==> config.mk <==
export PLATFORM = sky130hd
export DESIGN_NAME = mem_access_unit
export DESIGN_NICKNAME = d
export VERILOG_FILES = /design/src/rtl/mem_access_unit.sv
export SDC_FILE = /design/constraint.sdc
export NUM_CORES = 1
export LEC_CHECK = 0
export CORE_MARGIN = 2
export CORE_UTILIZATION = 23
export DETAILED_ROUTE_END_ITERATION = 7
export GPL_TIMING_DRIVEN = 0
export PLACE_DENSITY = 0.51
export SETUP_SLACK_MARGIN = 0.05
export SKIP_LAST_GASP = 1
export SLEW_MARGIN = 15
export SYNTH_ARGS = -nofsm -noshare
export SYNTH_HDL_FRONTEND = slang
export SYNTH_SLANG_ARGS = --single-unit
==> constraint.sdc <==
create_clock -name Clk -period 2.8 [get_ports Clk]
set_input_delay 0.42 -clock Clk [delete_from_list [all_inputs] [get_ports Clk]]
set_output_delay 0.42 -clock Clk [all_outputs]
set_load 0.01 [all_outputs]
==> src/rtl/mem_access_unit.sv <==
// Memory access unit: latches MAR/MDR on a request, runs the MFA/MFC handshake,
// checks size/alignment, extends loads and aborts hung accesses on timeout.
module mem_access_unit #(
  parameter int unsigned             ADDR_WIDTH = 9,
  parameter int unsigned             DATA_WIDTH = 32,
  parameter logic [ADDR_WIDTH-1:0]   TRAP_ADDR  = '0,
  parameter int unsigned             TIMEOUT    = 15
) (
  input  logic                  Clk,
  input  logic                  reset,
  input  logic                  req,
  input  logic                  rw,
  input  logic [1:0]            size,
  input  logic                  sign_ext,
  input  logic                  trap,
  input  logic [ADDR_WIDTH-1:0] addr,
  input  logic [DATA_WIDTH-1:0] wdata,
  output logic                  busy,
  output logic                  done,
  output logic                  fault,
  output logic [1:0]            fault_code,
  output logic [DATA_WIDTH-1:0] rdata,
  output logic [ADDR_WIDTH-1:0] mem_addr,
  output logic [DATA_WIDTH-1:0] mem_wdata,
  output logic                  mem_rw,
  output logic [1:0]            mem_size,
  output logic                  mem_mfa,
  input  logic [DATA_WIDTH-1:0] mem_rdata,
  input  logic                  mem_mfc
);

  localparam int unsigned CW = (TIMEOUT > 0) ? $clog2(TIMEOUT + 1) : 1;
  localparam logic [CW-1:0] TLAST = CW'((TIMEOUT > 0) ? TIMEOUT - 1 : 0);

  typedef enum logic [1:0] {StIdle, StAccess, StDone} state_e;

  state_e                  state_q, state_d;
  logic [ADDR_WIDTH-1:0]   mar_q, mar_d;
  logic [DATA_WIDTH-1:0]   mdr_q, mdr_d;
  logic                    rw_q, rw_d;
  logic [1:0]              size_q, size_d;
  logic                    sext_q, sext_d;
  logic [CW-1:0]           cnt_q, cnt_d;
  logic [DATA_WIDTH-1:0]   rdata_q, rdata_d;
  logic                    fault_q, fault_d;
  logic [1:0]              code_q, code_d;

  logic [ADDR_WIDTH-1:0]   eff_addr;
  logic [1:0]              eff_size;
  logic                    bad_size, misaligned;
  logic [DATA_WIDTH-1:0]   ext_data;

  // Trap fetches override the caller's address, size and direction.
  assign eff_addr   = trap ? TRAP_ADDR : addr;
  assign eff_size   = trap ? 2'b10 : size;
  assign bad_size   = (eff_size == 2'b11);
  assign misaligned = ((eff_size == 2'b01) && eff_addr[0]) ||
                      ((eff_size == 2'b10) && (eff_addr[1:0] != 2'b00));

  always_comb begin
    ext_data = mem_rdata;
    unique case (size_q)
      2'b00:   ext_data = {{(DATA_WIDTH-8){sext_q & mem_rdata[7]}}, mem_rdata[7:0]};
      2'b01:   ext_data = {{(DATA_WIDTH-16){sext_q & mem_rdata[15]}}, mem_rdata[15:0]};
      default: ext_data = {{(DATA_WIDTH-32){sext_q & mem_rdata[31]}}, mem_rdata[31:0]};
    endcase
  end

  always_comb begin
    state_d = state_q;
    mar_d   = mar_q;
    mdr_d   = mdr_q;
    rw_d    = rw_q;
    size_d  = size_q;
    sext_d  = sext_q;
    cnt_d   = cnt_q;
    rdata_d = rdata_q;
    fault_d = fault_q;
    code_d  = code_q;
    unique case (state_q)
      StIdle: begin
        if (req) begin
          mar_d   = eff_addr;
          mdr_d   = wdata;
          rw_d    = trap ? 1'b1 : rw;
          size_d  = eff_size;
          sext_d  = sign_ext;
          cnt_d   = '0;
          fault_d = 1'b0;
          code_d  = 2'b00;
          if (bad_size) begin
            fault_d = 1'b1;
            code_d  = 2'b11;
            state_d = StDone;
          end else if (misaligned) begin
            fault_d = 1'b1;
            code_d  = 2'b01;
            state_d = StDone;
          end else begin
            state_d = StAccess;
          end
        end
      end
      StAccess: begin
        cnt_d = cnt_q + 1'b1;
        if (mem_mfc) begin
          if (rw_q) rdata_d = ext_data;
          state_d = StDone;
        end else if ((TIMEOUT != 0) && (cnt_q == TLAST)) begin
          fault_d = 1'b1;
          code_d  = 2'b10;
          state_d = StDone;
        end
      end
      default: state_d = StIdle;
    endcase
  end

  always_ff @(posedge Clk or negedge reset) begin
    if (!reset) begin
      state_q <= StIdle;
      mar_q   <= '0;
      mdr_q   <= '0;
      rw_q    <= 1'b0;
      size_q  <= 2'b00;
      sext_q  <= 1'b0;
      cnt_q   <= '0;
      rdata_q <= '0;
      fault_q <= 1'b0;
      code_q  <= 2'b00;
    end else begin
      state_q <= state_d;
      mar_q   <= mar_d;
      mdr_q   <= mdr_d;
      rw_q    <= rw_d;
      size_q  <= size_d;
      sext_q  <= sext_d;
      cnt_q   <= cnt_d;
      rdata_q <= rdata_d;
      fault_q <= fault_d;
      code_q  <= code_d;
    end
  end

  assign busy       = (state_q != StIdle);
  assign done       = (state_q == StDone);
  assign mem_mfa    = (state_q == StAccess);
  assign fault      = fault_q;
  assign fault_code = code_q;
  assign rdata      = rdata_q;
  assign mem_addr   = mar_q;
  assign mem_wdata  = mdr_q;
  assign mem_rw     = rw_q;
  assign mem_size   = size_q;

endmodule

==> results.yml, run 1 <==
sta:
  timing.final.crit_share: 0.780
  finalMaxSlewViolations: 0
  whs_ns: 0.122
  max_freq_mhz: 458
  setup_viol_count_final: 0
  max-slew-margin-rel: 0.550
  finalHoldViolCount: 0
  finalCriticalPeriod_ns: 2.18
  worst_pin_slew_ns: 0.674
  rsz0062_at_grt: "no"
  skew_ns: 0.00492
place:
  gp_congestion: 0.755
  placed_cells: 726
  dpl.hpwl_um: 7860
  port_buffers: 163
cells_and_area:
  drive_gt1_frac: 0.0848
  antennaDiodeCount: 0
  area_growth_pct: 61.1
  finalNonFillerCells: 742
  fill_cells: 1516
  fin_nets: 633
die:
  die_x_um: 129
  die_h_um: 129
  start_util: 0.235
  core-area_um2: 15200
  fp-row-count: 45
  top_level_ports: 164
  dieArea_um2: 16600
power:
  switchingPower_mw: 1.87
  max-vdd-ir-drop_mv: 0.395
  power_frac_comb: 0.425
  swShare: 0.327
  leakagePower_nw: 2.56
  clockPowerShare: 0.212
  p_int_mw: 3.86
  p_seq_frac: 0.363
  pwr_density_cell_nw_per_um2: 994
synth:
  synth_fp_nets: 458
  synth_seq_cells: 86
  syn-instance-count: 374
  ys_warn_count: 0
  synth_cell_type_count: 33
  seq_area_frac_synth: 0.601
  avgSynthCellArea_um2: 9.57
  netlist_area_um2: 3580
worst_setup_path:
  crit_path_end_kind: "output pin"
  worstSetupPathType: "reg -> out"
  startpoint: "state_q[1]"
  r2r_cells: 5
  reg2reg_from: "mem_size[1]"
  reg2reg_to: "rdata[13]"
  crit_chain: "nand2b_1 > buf_2 > inv_1 > clkdlybuf4s50_1"
  endpoint: "mem_mfa"
  r2r_setup_slack_ns: 1.22
  required_ns: 2.38
  crit_arrival_ns: 1.76
  slowest_stage: "clkdlybuf4s50_1"
  crit_path_start_kind: "flip-flop"
  slowest_delay_ns: 0.55
  crit_fanout: 9
routing:
  drt_pass1_iterations: 4
  initialDrtViolationCount: 129
  wl_per_cell_um: 14.3
  drc: 0
  viasPerCell: 4.32
  drt-total-wl_um: 10600
  vias: 3204
  ant_nets: 0
job:
  maxCapViolCount: 0
grt:
  antenna_found_initial: 0
  grt_pass1_vias: 3359
  grt_first_pass_wirelength_um: 17000
  grt_max_degree: 52
  globalRouteTotalUtil: 0.132
  grt_overflow: 0
cts:
  cts_buffer_depth: 2
  cts_root_buffer: "clkbuf_16"
  cts_setup_buffers: 0
  clock_sinks: 86
  cts_hold_buffers: 0
  path_clk_slew_ns: 0.06
  htree_levels: 3
  clkLatencyLatePin_ns: 0.34
  cts_resized: 0
  numCtsBuffers: 9
  cts_tree: "done"
worst_hold_path:
  hold_class: "in -> async"
run_status:
  status: "completed"
-- per-stage QoR --
stage / area [um2] / setup TNS [ns] / setup WS [ns] / total power [mW] / util
after global placement: 5450 / -173.13 / -2.02 / 4.52 / 0.358
after floorplan: 3580 / 0 / 1.44 / 3.11 / -
after global routing: 5760 / 0 / 0.515 / 6.16 / 0.379
final: 5760 / 0 / 0.617 / 5.73 / 0.379
after CTS: 5760 / 0 / 0.586 / 5.83 / 0.379
after detailed placement: 5460 / 0 / 0.810 / 4.57 / 0.359
-- registers in the layout (all words and copies together), names as in the netlist --
name,count
mem_addr,9
sext_q,1
mem_size,2
mem_rw,1
cnt_q,4
mem_wdata,32
rdata,32
state_q,2
fault,1
fault_code,2
-- critical path, delay by kind of cell (launching register included) --
kind,cells,cell delay (ns)
buf+inv,3,0.80
flops,1,0.45
simple gates,1,0.17
-- power by group through the flow --
stage / Clock (mW) / Combinational (mW) / Sequential, mW
6_report: 1.22 / 2.43 / 2.08
5_1_grt: 1.32 / 2.69 / 2.15
4_1_cts: 1.27 / 2.47 / 2.09
3_5_place_dp: 0 / 2.47 / 2.10
3_3_place_gp: 0 / 2.44 / 2.08
2_1_floorplan: 0 / 0.804 / 2.30
-- final cells by class --
cell class	count	area (um2)	share of cell area
sequential	86	2150	0.373
timing repair buffer	164	1650	0.286
multi-input combinational	260	1260	0.219
clock buffer	12	256	0.0445
tap	188	235	0.0408
buffer	25	151	0.0263
clock inverter	4	45.0	0.00781
inverter	3	11.3	0.00195
-- placed cells by master, fill, tap and decap left out, types with 5 or more instances in the layout --
cell,count
clkbuf_16,9
clkbuf_1,9
clkdlybuf4s50_1,162
buf_6,5
buf_2,9
a31oi_1,17
o21ai_0,6
o21ai_1,11
a21oi_1,9
dfrtp_1,86
mux2_2,9
nand2_1,139
o21a_1,9
nor2_1,36
-- cells in the mapped netlist, drive strengths merged --
master  number  area share
nand2      139        0.15
or3b         1      0.0024
ha           2      0.0070
nand3        4      0.0056
a31oi       18       0.033
xor2         2      0.0049
nor2b        1      0.0017
buf         16       0.033
a22oi        1      0.0035
o21a         9       0.019
or3          1      0.0017
inv          3      0.0031
mux2         9       0.028
o21ai       17       0.024
nand2b       1      0.0017
nand3b       2      0.0042
o22ai        1      0.0017
dfrtp       86        0.60
nor3b        1      0.0035
a21oi        9       0.013
clkbuf       9      0.0098
and4b        1      0.0028
o311ai       1      0.0024
a22o         1      0.0024
o221ai       1      0.0024
nor2        36       0.038
nor4bb       1      0.0028
or2          1      0.0017
-- logic make-up (layout without fill, tap and decap cells) --
kind of cell / Yosys count / in the layout / synth area share
xor+xnor: 2 / 2 / 0.00490
simple gates: 189 / 189 / 0.212
fa+ha+maj: 2 / 2 / 0.00699
flops: 86 / 86 / 0.601
buf+inv: 28 / 208 / 0.0455
compound gates: 58 / 58 / 0.101
mux: 9 / 9 / 0.0283
-- metal layers --
| metal | wire length [um] | track usage | part of all wire | vias up |
|---|---|---|---|---|
| met5 | 0 | 0 | 0 | - |
| met4 | 176 | 0.0531 | 0.017 | 0 |
| met3 | 811 | 0.0432 | 0.076 | 12 |
| met2 | 4840 | 0.210 | 0.46 | 106 |
| met1 | 4780 | 0.166 | 0.45 | 1521 |
| li1 | - | - | - | 1565 |
-- worst min-delay path by stage --
stage                              from       endpoint  depth (start not counted)
final                             reset      rdata[15]                          1
after global routing              reset       rdata[4]                          1
after CTS                         reset       rdata[4]                          1
after detailed placement  mem_wdata[13]  mem_wdata[13]                          2
after global placement     mem_wdata[6]   mem_wdata[6]                          2
after floorplan                   reset       cnt_q[0]                          0
Power figures use the tool's default switching activity.
==> run 2, diff against run 1 <==
Clock period 2.8 ns to 2.05 ns, I/O delays scaled along.
==> run 2 against run 1 <==
Net effect:
- cell area unchanged
- clock skew about the same
- via count about the same
- hold slack got worse by 0.11 ns
- utilization unchanged
- total power increased by 37%
- cell count unchanged
- sequential cell count unchanged
- sequential share of layout area about the same
- register-to-register slack got worse by 0.75 ns
- critical endpoint is now busy
- highest routed layer unchanged
==> results.yml, run 2 (same netlist as run 1, synthesis figures left out) <==
die:
  top_level_ports: 164
  start_util: 0.235
  die_x_um: 129
  fp-row-count: 45
  dieArea_um2: 16600
  die_h_um: 129
  core-area_um2: 15200
grt:
  antenna_found_initial: 0
  grt_pass1_vias: 3359
  grt_max_degree: 52
  globalRouteTotalUtil: 0.132
  grt_first_pass_wirelength_um: 17000
  grt_overflow: 0
routing:
  wl_per_cell_um: 14.3
  drt_pass1_iterations: 4
  viasPerCell: 4.32
  vias: 3205
  initialDrtViolationCount: 129
  drt-total-wl_um: 10600
  ant_nets: 0
  drc: 0
sta:
  max_freq_mhz: 516
  setup_viol_count_final: 0
  rsz0062_at_grt: "no"
  worst_pin_slew_ns: 0.674
  whs_ns: 0.00909
  finalSetupTns_ns: 0
  timing.final.crit_share: 0.945
  finalCriticalPeriod_ns: 1.94
  finalMaxSlewViolations: 0
  max-slew-margin-rel: 0.550
  finalHoldViolCount: 0
  skew_ns: 0.00492
cells_and_area:
  drive_gt1_frac: 0.0866
  register_area_um2: 2150
  final_common_cell: "clkdlybuf4s50_1"
  stdcell_area_um2: 5760
  antennaDiodeCount: 0
  multi_input_area_um2: 1260
  fill_cells: 1514
  utilization: 0.379
  area_growth_pct: 61.1
  fin_nets: 633
  layout_common_cells: "clkdlybuf4s50_1 (161), nand2_1 (139), dfrtp_1 (85), nor2_1 (36), a31oi_1 (17)"
power:
  pwr_density_cell_nw_per_um2: 1360
  max-vdd-ir-drop_mv: 0.539
  leakagePower_nw: 2.56
cts:
  clkLatencyLatePin_ns: 0.34
  cts_resized: 2
  path_clk_slew_ns: 0.06
  cts_root_buffer: "clkbuf_16"
  cts_buffer_depth: 2
  htree_levels: 3
  numCtsBuffers: 9
  cts_tree: "done"
  clock_sinks: 86
  cts_hold_buffers: 0
  cts_setup_buffers: 0
job:
  maxCapViolCount: 0
worst_setup_path:
  crit_path_start_kind: "flip-flop"
  crit_path_end_kind: "output pin"
  crit_fanout: 8
  crit_arrival_ns: 1.63
  worstSetupPathType: "reg -> out"
  r2r_setup_slack_ns: 0.47
  required_ns: 1.74
place:
  gp_congestion: 0.755
  port_buffers: 163
  place_area_um2: 5460
  dpl.hpwl_um: 7860
worst_hold_path:
  hold_class: "in -> async"
run_status:
  status: "completed"
## run 2: cell count changes in the layout (fill, tap and decap cells not counted)
cell / delta
dfrtp_1: -1
dfrtp_2: +1
clkdlybuf4s50_1: -1
dlygate4sd2_1: +1
## run 2: metal layers
metal  wire length (um)  vias to the layer above  GRT usage
met5                  0                        -          0
met3                811                       12     0.0432
met4                176                        0     0.0531
met2               4840                      106      0.210
met1               4780                     1522      0.166
li1                   -                     1565          -
## run 2: through the flow
step | std cells | setup slack (ns) | power, mW
floorplan | 374 | 0.688 | 4.24
finish | 742 | 0.112 | 7.82
global route | 742 | 0.0520 | 8.41
CTS | 742 | 0.0781 | 7.96
global placement | 725 | -2.66 | 6.17
detailed placement | 726 | 0.173 | 6.24
## run 2: final timing paths
| check | cells after the start | startpoint | end |
|---|---|---|---|
| setup reg to reg | 5 | mem_size[1] | rdata[13] |
| hold reg to reg | 2 | mem_wdata[13] | mem_wdata[13] |
| hold / removal | 1 | reset | rdata[15] |
| setup / recovery | 2 | state_q[0] | busy |
| max in group asynchronous | 2 | reset | mem_wdata[20] |
| min in group Clk | 2 | mem_wdata[13] | mem_wdata[13] |
## run 2: layout make-up
cell class                 instances  area share
clock buffer                      12      0.0445
buffer                            25      0.0263
clock inverter                     4     0.00781
multi-input combinational        260       0.219
sequential                        86       0.374
tap                              188      0.0408
timing repair buffer             164       0.286
inverter                           3     0.00195
## run 2: power breakdown
group	leakage (nW)	switching, mW	total [mW]	internal [mW]
clock network	0.152	0.657	1.66	1.00
registers	1.05	0.423	2.84	2.42
logic	1.36	1.48	3.32	1.84
total	2.56	2.56	7.82	5.26
## run 2: worst max-delay path, stage by stage (launching register included)
cell,delay [ns]
dfrtp_1,0.46
or2_2,0.32
clkdlybuf4s50_1,0.51
